==> src/rtl/mips_alu_pkg.sv <==
// Shared constants and types for the MIPS ALU: opcode and funct field
// encodings plus the internal ALU operation enumeration.
package mips_alu_pkg;

    localparam logic [5:0] OPC_RTYPE = 6'b000000;
    localparam logic [5:0] OPC_LW    = 6'b100011;
    localparam logic [5:0] OPC_SW    = 6'b101011;
    localparam logic [5:0] OPC_BEQ   = 6'b000100;

    localparam logic [5:0] FN_ADD = 6'b100000;
    localparam logic [5:0] FN_SUB = 6'b100010;
    localparam logic [5:0] FN_AND = 6'b100100;
    localparam logic [5:0] FN_OR  = 6'b100101;
    localparam logic [5:0] FN_SLT = 6'b101010;

    typedef enum logic [2:0] {
        ALU_NONE = 3'd0,
        ALU_ADD  = 3'd1,
        ALU_SUB  = 3'd2,
        ALU_AND  = 3'd3,
        ALU_OR   = 3'd4,
        ALU_SLT  = 3'd5
    } alu_op_e;

endpackage

==> src/rtl/mips_alu_decode.sv <==
// Combinational instruction decoder: maps opcode/funct to an ALU operation,
// the register-file write enable and the illegal-instruction flag.
// Optional feature macro: MIPS_ALU_SLT_EN adds R-type SLT (funct 101010);
// without it that funct decodes as illegal.
module mips_alu_decode
    import mips_alu_pkg::*;
(
    input  logic [5:0] opcode,
    input  logic [5:0] funct,
    output alu_op_e    op,
    output logic       rw,
    output logic       illegal
);

    // Decode opcode first, then funct for R-type; anything unmatched is illegal
    always_comb begin
        op      = ALU_NONE;
        rw      = 1'b0;
        illegal = 1'b1;
        case (opcode)
            OPC_RTYPE: begin
                case (funct)
                    FN_ADD: begin op = ALU_ADD; rw = 1'b1; illegal = 1'b0; end
                    FN_SUB: begin op = ALU_SUB; rw = 1'b1; illegal = 1'b0; end
                    FN_AND: begin op = ALU_AND; rw = 1'b1; illegal = 1'b0; end
                    FN_OR:  begin op = ALU_OR;  rw = 1'b1; illegal = 1'b0; end
`ifdef MIPS_ALU_SLT_EN
                    FN_SLT: begin op = ALU_SLT; rw = 1'b1; illegal = 1'b0; end
`else
`endif
                    default: begin
                        op      = ALU_NONE;
                        rw      = 1'b0;
                        illegal = 1'b1;
                    end
                endcase
            end
            OPC_LW:  begin op = ALU_ADD; rw = 1'b1; illegal = 1'b0; end
            OPC_SW:  begin op = ALU_ADD; rw = 1'b0; illegal = 1'b0; end
            OPC_BEQ: begin op = ALU_SUB; rw = 1'b0; illegal = 1'b0; end
            default: begin
                op      = ALU_NONE;
                rw      = 1'b0;
                illegal = 1'b1;
            end
        endcase
    end

endmodule

==> src/rtl/mips_alu.sv <==
// Single-cycle-latency MIPS ALU: decodes the instruction, computes the result
// and registers result/rw/zero/illegal on every rising clock edge.
// Optional feature macro: MIPS_ALU_SLT_EN (enables SLT in mips_alu_decode).
module mips_alu
    import mips_alu_pkg::*;
#(
    parameter int WIDTH = 32
) (
    input  logic             clk,
    input  logic             rst_n,
    input  logic [5:0]       opcode,
    input  logic [5:0]       funct,
    input  logic [WIDTH-1:0] in1,
    input  logic [WIDTH-1:0] in2,
    output logic [WIDTH-1:0] result,
    output logic             rw,
    output logic             zero,
    output logic             illegal
);

    alu_op_e          op;
    logic             dec_rw;
    logic             dec_illegal;
    logic [WIDTH-1:0] alu_result;

    mips_alu_decode u_decode (
        .opcode  (opcode),
        .funct   (funct),
        .op      (op),
        .rw      (dec_rw),
        .illegal (dec_illegal)
    );

    // Datapath: add/sub wrap modulo 2^WIDTH; illegal ops yield 0 so zero reads 1
    always_comb begin
        alu_result = '0;
        case (op)
            ALU_ADD: alu_result = in1 + in2;
            ALU_SUB: alu_result = in1 - in2;
            ALU_AND: alu_result = in1 & in2;
            ALU_OR:  alu_result = in1 | in2;
            ALU_SLT: alu_result = {{(WIDTH-1){1'b0}}, ($signed(in1) < $signed(in2))};
            default: alu_result = '0;
        endcase
    end

    // Output registers; asynchronous reset clears everything including zero
    always_ff @(posedge clk or negedge rst_n) begin
        if (!rst_n) begin
            result  <= '0;
            rw      <= 1'b0;
            zero    <= 1'b0;
            illegal <= 1'b0;
        end else begin
            result  <= alu_result;
            rw      <= dec_rw;
            zero    <= (alu_result == '0);
            illegal <= dec_illegal;
        end
    end

endmodule

==> config.mk <==
export PLATFORM = sky130hd
export DESIGN_NAME = mips_alu
export DESIGN_NICKNAME = d
export VERILOG_FILES = /design/src/rtl/mips_alu_pkg.sv /design/src/rtl/mips_alu_decode.sv /design/src/rtl/mips_alu.sv
export SDC_FILE = /design/constraint.sdc
export NUM_CORES = 1
export LEC_CHECK = 0
export CORE_MARGIN = 4
export CORE_UTILIZATION = 55
export CTS_CLUSTER_DIAMETER = 80
export DETAILED_ROUTE_END_ITERATION = 8
export PLACE_DENSITY = 0.85
export REMOVE_ABC_BUFFERS = 1
export SLEW_MARGIN = 5
export SYNTH_ARGS = -nofsm -noshare
export SYNTH_HDL_FRONTEND = slang
export SYNTH_SLANG_ARGS = --single-unit
==> constraint.sdc <==
create_clock -name clk -period 0.8 [get_ports clk]
set_clock_uncertainty 0.1 [all_clocks]
set_input_delay 0.12 -clock clk [delete_from_list [all_inputs] [get_ports clk]]
set_output_delay 0.12 -clock clk [all_outputs]
set_load 0.01 [all_outputs]
==> qor.txt, run 1 <==
status - aborted with a tool error
Failed at - clock tree synthesis
error msg - [ERROR DPL-0038] Utilization greater than 100%, impossible to legalize
largest cells by area after synthesis - ha_1 (19%), dfrtp_1 (14%), a21oi_1 (6.2%), inv_1 (5.6%), nor2_1 (5.0%)
Die X - 115 µm
CTS root buf - clkbuf_16
DP HPWL - 25300 µm
Area after DPL - 9950 µm²
Post-Synthesis Cell Area - 6350 µm²
post-cts sizing count - 784
hold buffers post-CTS - 0
Initial Util - 57.4%
Mapped Cells - 871
#FFs+latches synth - 35
area leader, netlist - ha_1
synth unique cells - 79
clk sinks - 35
PortBufs - 112
DIE HEIGHT - 115 µm
Ys Warns - 0
io pins - 113
ys async rst share - 100%
row count - 38
total CTS buffers - 5
Yosys top cell area share - 19.5%
Post-synth top flop - dfrtp_1
number of synthesized flops with an enable pin - 0
Seq/Total Area, Yosys - 13.8%
GPL Wtd Cong - 1.20
Mean Syn Cell Area - 7.30 µm²
clock buffer depth - 2
H-tree levels - 2
total setup buffers inserted after CTS - 112
stage by stage:
| step | setup slack (ns) | utilization, % | std cells |
|---|---|---|---|
| 2_1_floorplan | -2.93 | - | 830 |
| 3_3_place_gp | -3.20 | 89.8 | 1408 |
| 3_5_place_dp | -3.37 | 89.8 | 1408 |
Yosys cell counts (3+ instances only):
master / instances
or3_1: 3
nor3_1: 19
and4_1: 4
o31ai_1: 4
a31oi_1: 12
o21a_1: 6
o211a_1: 3
nand2_1: 66
clkbuf_1: 31
ha_1: 99
a211oi_1: 14
o2bb2ai_1: 3
buf_2: 5
a221oi_1: 7
and3_1: 10
a2111oi_0: 4
o21ai_0: 48
and2_1: 5
o21bai_1: 22
a221o_1: 7
nand4_1: 7
nor4_1: 12
buf_1: 3
o211ai_1: 15
a21oi_1: 79
o221ai_1: 8
dfrtp_1: 35
nor2b_1: 9
or2_2: 3
xor2_1: 4
a21o_1: 14
inv_1: 94
nor2_1: 84
a211o_1: 7
a311oi_1: 3
mux2i_1: 11
nand3_1: 18
xnor2_1: 17
nand2b_1: 11
o21ai_1: 6
kinds of logic after synthesis:
kind of cell / after synthesis / share of synthesized area (%)
buffers and inverters: 135 / 8.31
XOR/XNOR: 21 / 2.89
adder cells (fa/ha/maj): 101 / 20.1
AO/OA/AOI/OAI: 293 / 31.3
flip-flops: 35 / 13.8
multiplexers: 11 / 1.73
AND/OR/NAND/NOR: 275 / 21.8
==> run 2: changes to the inputs <==
--- a/config.mk
+++ b/config.mk
@@ -6,10 +6,9 @@
 export NUM_CORES = 1
 export LEC_CHECK = 0
 export CORE_MARGIN = 4
-export CORE_UTILIZATION = 55
-export CTS_CLUSTER_DIAMETER = 80
+export CORE_UTILIZATION = 40
 export DETAILED_ROUTE_END_ITERATION = 8
-export PLACE_DENSITY = 0.85
+export PLACE_DENSITY_LB_ADDON = 0.15
 export REMOVE_ABC_BUFFERS = 1
 export SLEW_MARGIN = 5
 export SYNTH_ARGS = -nofsm -noshare
==> qor.txt, run 2 <==
drt first pass iters - 6
DP HPWL - 22500 µm
Worst-Margin Slew - 0.631 ns
total number of vias - 9853
#FFs+latches synth - 35
Iter 0 DRT Violations - 1138
PnR worst setup slack - -2.51 ns
Worst-path clk slew - 0.06 ns
Post-Synthesis Cell Area - 6350 µm²
core area - 15400 µm²
H-tree levels - 2
fmax - 302 MHz
CP endpoint kind - register
GPL Wtd Cong - 1.02
WP buf/inv - 4
Post-synth top flop - dfrtp_1
Mean Syn Cell Area - 7.30 µm²
failing checks - negative setup slack
top-count cell post-synth - ha_1
hold buffers post-CTS - 0
CP max stage delay - 0.32 ns
CP required - 0.90 ns
Yosys top cell area share - 19.5%
CP max FO - 5
Avg WL per Cell - 23.0 µm
Largest register FFs - 32
Largest Register - result
layout cell share with drive strength beyond 1 - 57.5%
Initial Util - 41.3%
Power Dens Cells - 983 nW/µm²
CP Launch Type - input pin
min Tclk post-route - 3.31 ns
fin crit share - 414%
vias in the first global route - 9129
final WL - 37100 µm
status - finished with violations
first-pass GRT wire length - 48600 µm
Worst EP arrival - 3.42 ns
final hold slack - 0.128 ns
via/cell ratio - 6.10
Die X - 134 µm
total CTS buffers - 5
CP delay by family, top - simple AND/OR/NAND/NOR gates
die area - 18000 µm²
DIE HEIGHT - 134 µm
Layout Nets - 1581
Mapped Cells - 871
VDD IR max - 1.17 mV
clk sinks - 35
RSZ-0062 raised after global routing - yes
Critical Path, Cell by Cell - buf_2, inv_1, ha_1, buf_4, nand2_1, nor3_2, nand2_2, and4_1, a2111oi_2, nand3_2, nor4_4, buf_4, nand4bb_4, nor4_4, nand4b_1, nor4_2
top post-synthesis cells by count - ha_1 (99), inv_1 (94), nor2_1 (84)
CTS tree - done
Ys Warns - 0
io pins - 113
commonest non-fill, non-tap cell in the layout - buf_4
largest cells by area after synthesis - ha_1 (19%), dfrtp_1 (14%), a21oi_1 (6.2%), inv_1 (5.6%), nor2_1 (5.0%)
GRT overflow - 0
clock buffer depth - 2
CP max stage cell - ha_1
ANT nets after route - 0
Crit Path Category - input pin to register
synth unique cells - 79
MaxCap Viol Count - 0
DRC - 0
Total GRT Usage - 33.8%
Design Power - 0.0130 W
LEAKAGE - 6.42 nW
Rel. slew slack - 57.8%
worst hold path class - input pin to asynchronous set/reset pin
initial antenna violation count - 1
most frequent cells in the layout - buf_4 (359), buf_6 (114), nor2_1 (73)
Syn-to-layout area delta - 109%
endpoints failing hold - 0
Final Max Tran Viols - 0
ys async rst share - 100%
row count - 45
# setup viols final - 70
Seq/Total Area, Yosys - 13.8%
area leader, netlist - ha_1
number of synthesized flops with an enable pin - 0
CTS root buf - clkbuf_16
PortBufs - 112
largest net degree at the start of global routing - 36
## run 2: cell families (layout without fill, tap and decap cells)
group           count (synthesis)  count (layout)  synth area share [%]
compound gates                293             293                  31.3
xor+xnor                       21              21                  2.89
fa+ha+maj                     101             101                  20.1
buf+inv                       135             667                  8.31
flops                          35              35                  13.8
mux                            11              11                  1.73
other cells                     0               1                     0
simple gates                  275             275                  21.8
## run 2: what timing repair did
item / 4_1_cts / 5_1_grt
endpoints found under the setup margin: 70 / 70
setup buffers: 66 / 53
resized for setup: 609 / 229
pin swaps: 100 / 112
endpoints found under the hold margin: 0 / 0
## run 2: worst paths after layout
check / from / cells after the start / to / slack (ns)
max: in2[5] / 16 / zero / -2.51
max in group asynchronous: rst_n / 2 / result[23] / 0.28
min: rst_n / 2 / result[3] / 0.13
min in group clk: opcode[3] / 5 / rw / 0.29
## run 2: where the power goes
part | switching (W) | leakage [nW] | internal (W) | total, W
registers | 0.0000530 | 0.464 | 0.00188 | 0.00194
logic | 0.00440 | 5.87 | 0.00432 | 0.00872
clock network | 0.000901 | 0.0838 | 0.00147 | 0.00237
total | 0.00536 | 6.42 | 0.00768 | 0.0130
## run 2: layout make-up
class / count / area [µm²]
multi-input cells: 701 / 6730
repair buffers: 565 / 4850
fillers: 818 / 2110
flip-flops and latches: 35 / 876
inverters: 94 / 373
well taps: 211 / 264
clock buffers: 5 / 125
clock inverters: 3 / 43.8
diodes: 1 / 2.50
## run 2: metal layers
metal  vias up  wire length [µm]  global-route usage [%]  part of all wire, %
met5         -                 0                       0                    0
met4         0              2920                    12.7                  7.9
met3       273              3360                    6.00                  9.1
met2       767             17100                    57.0                   46
met1      4598             13700                    43.4                   37
li1       4215                 -                       -                    -
## run 2: stage by stage
stage          cells  setup TNS [ns]  worst slack (ns)  area (µm²)  util (%)
5_1_grt         1615          -68.56             -2.70       13300      86.3
6_report        1615          -66.03             -2.51       13300      86.3
3_3_place_gp    1509          -90.41             -3.21       10300      66.8
2_1_floorplan    830          -59.90             -2.93        6180         -
4_1_cts         1581          -61.95             -2.45       12100      78.5
3_5_place_dp    1509          -91.43             -3.33       10300      66.8
Power figures use the tool's default switching activity.
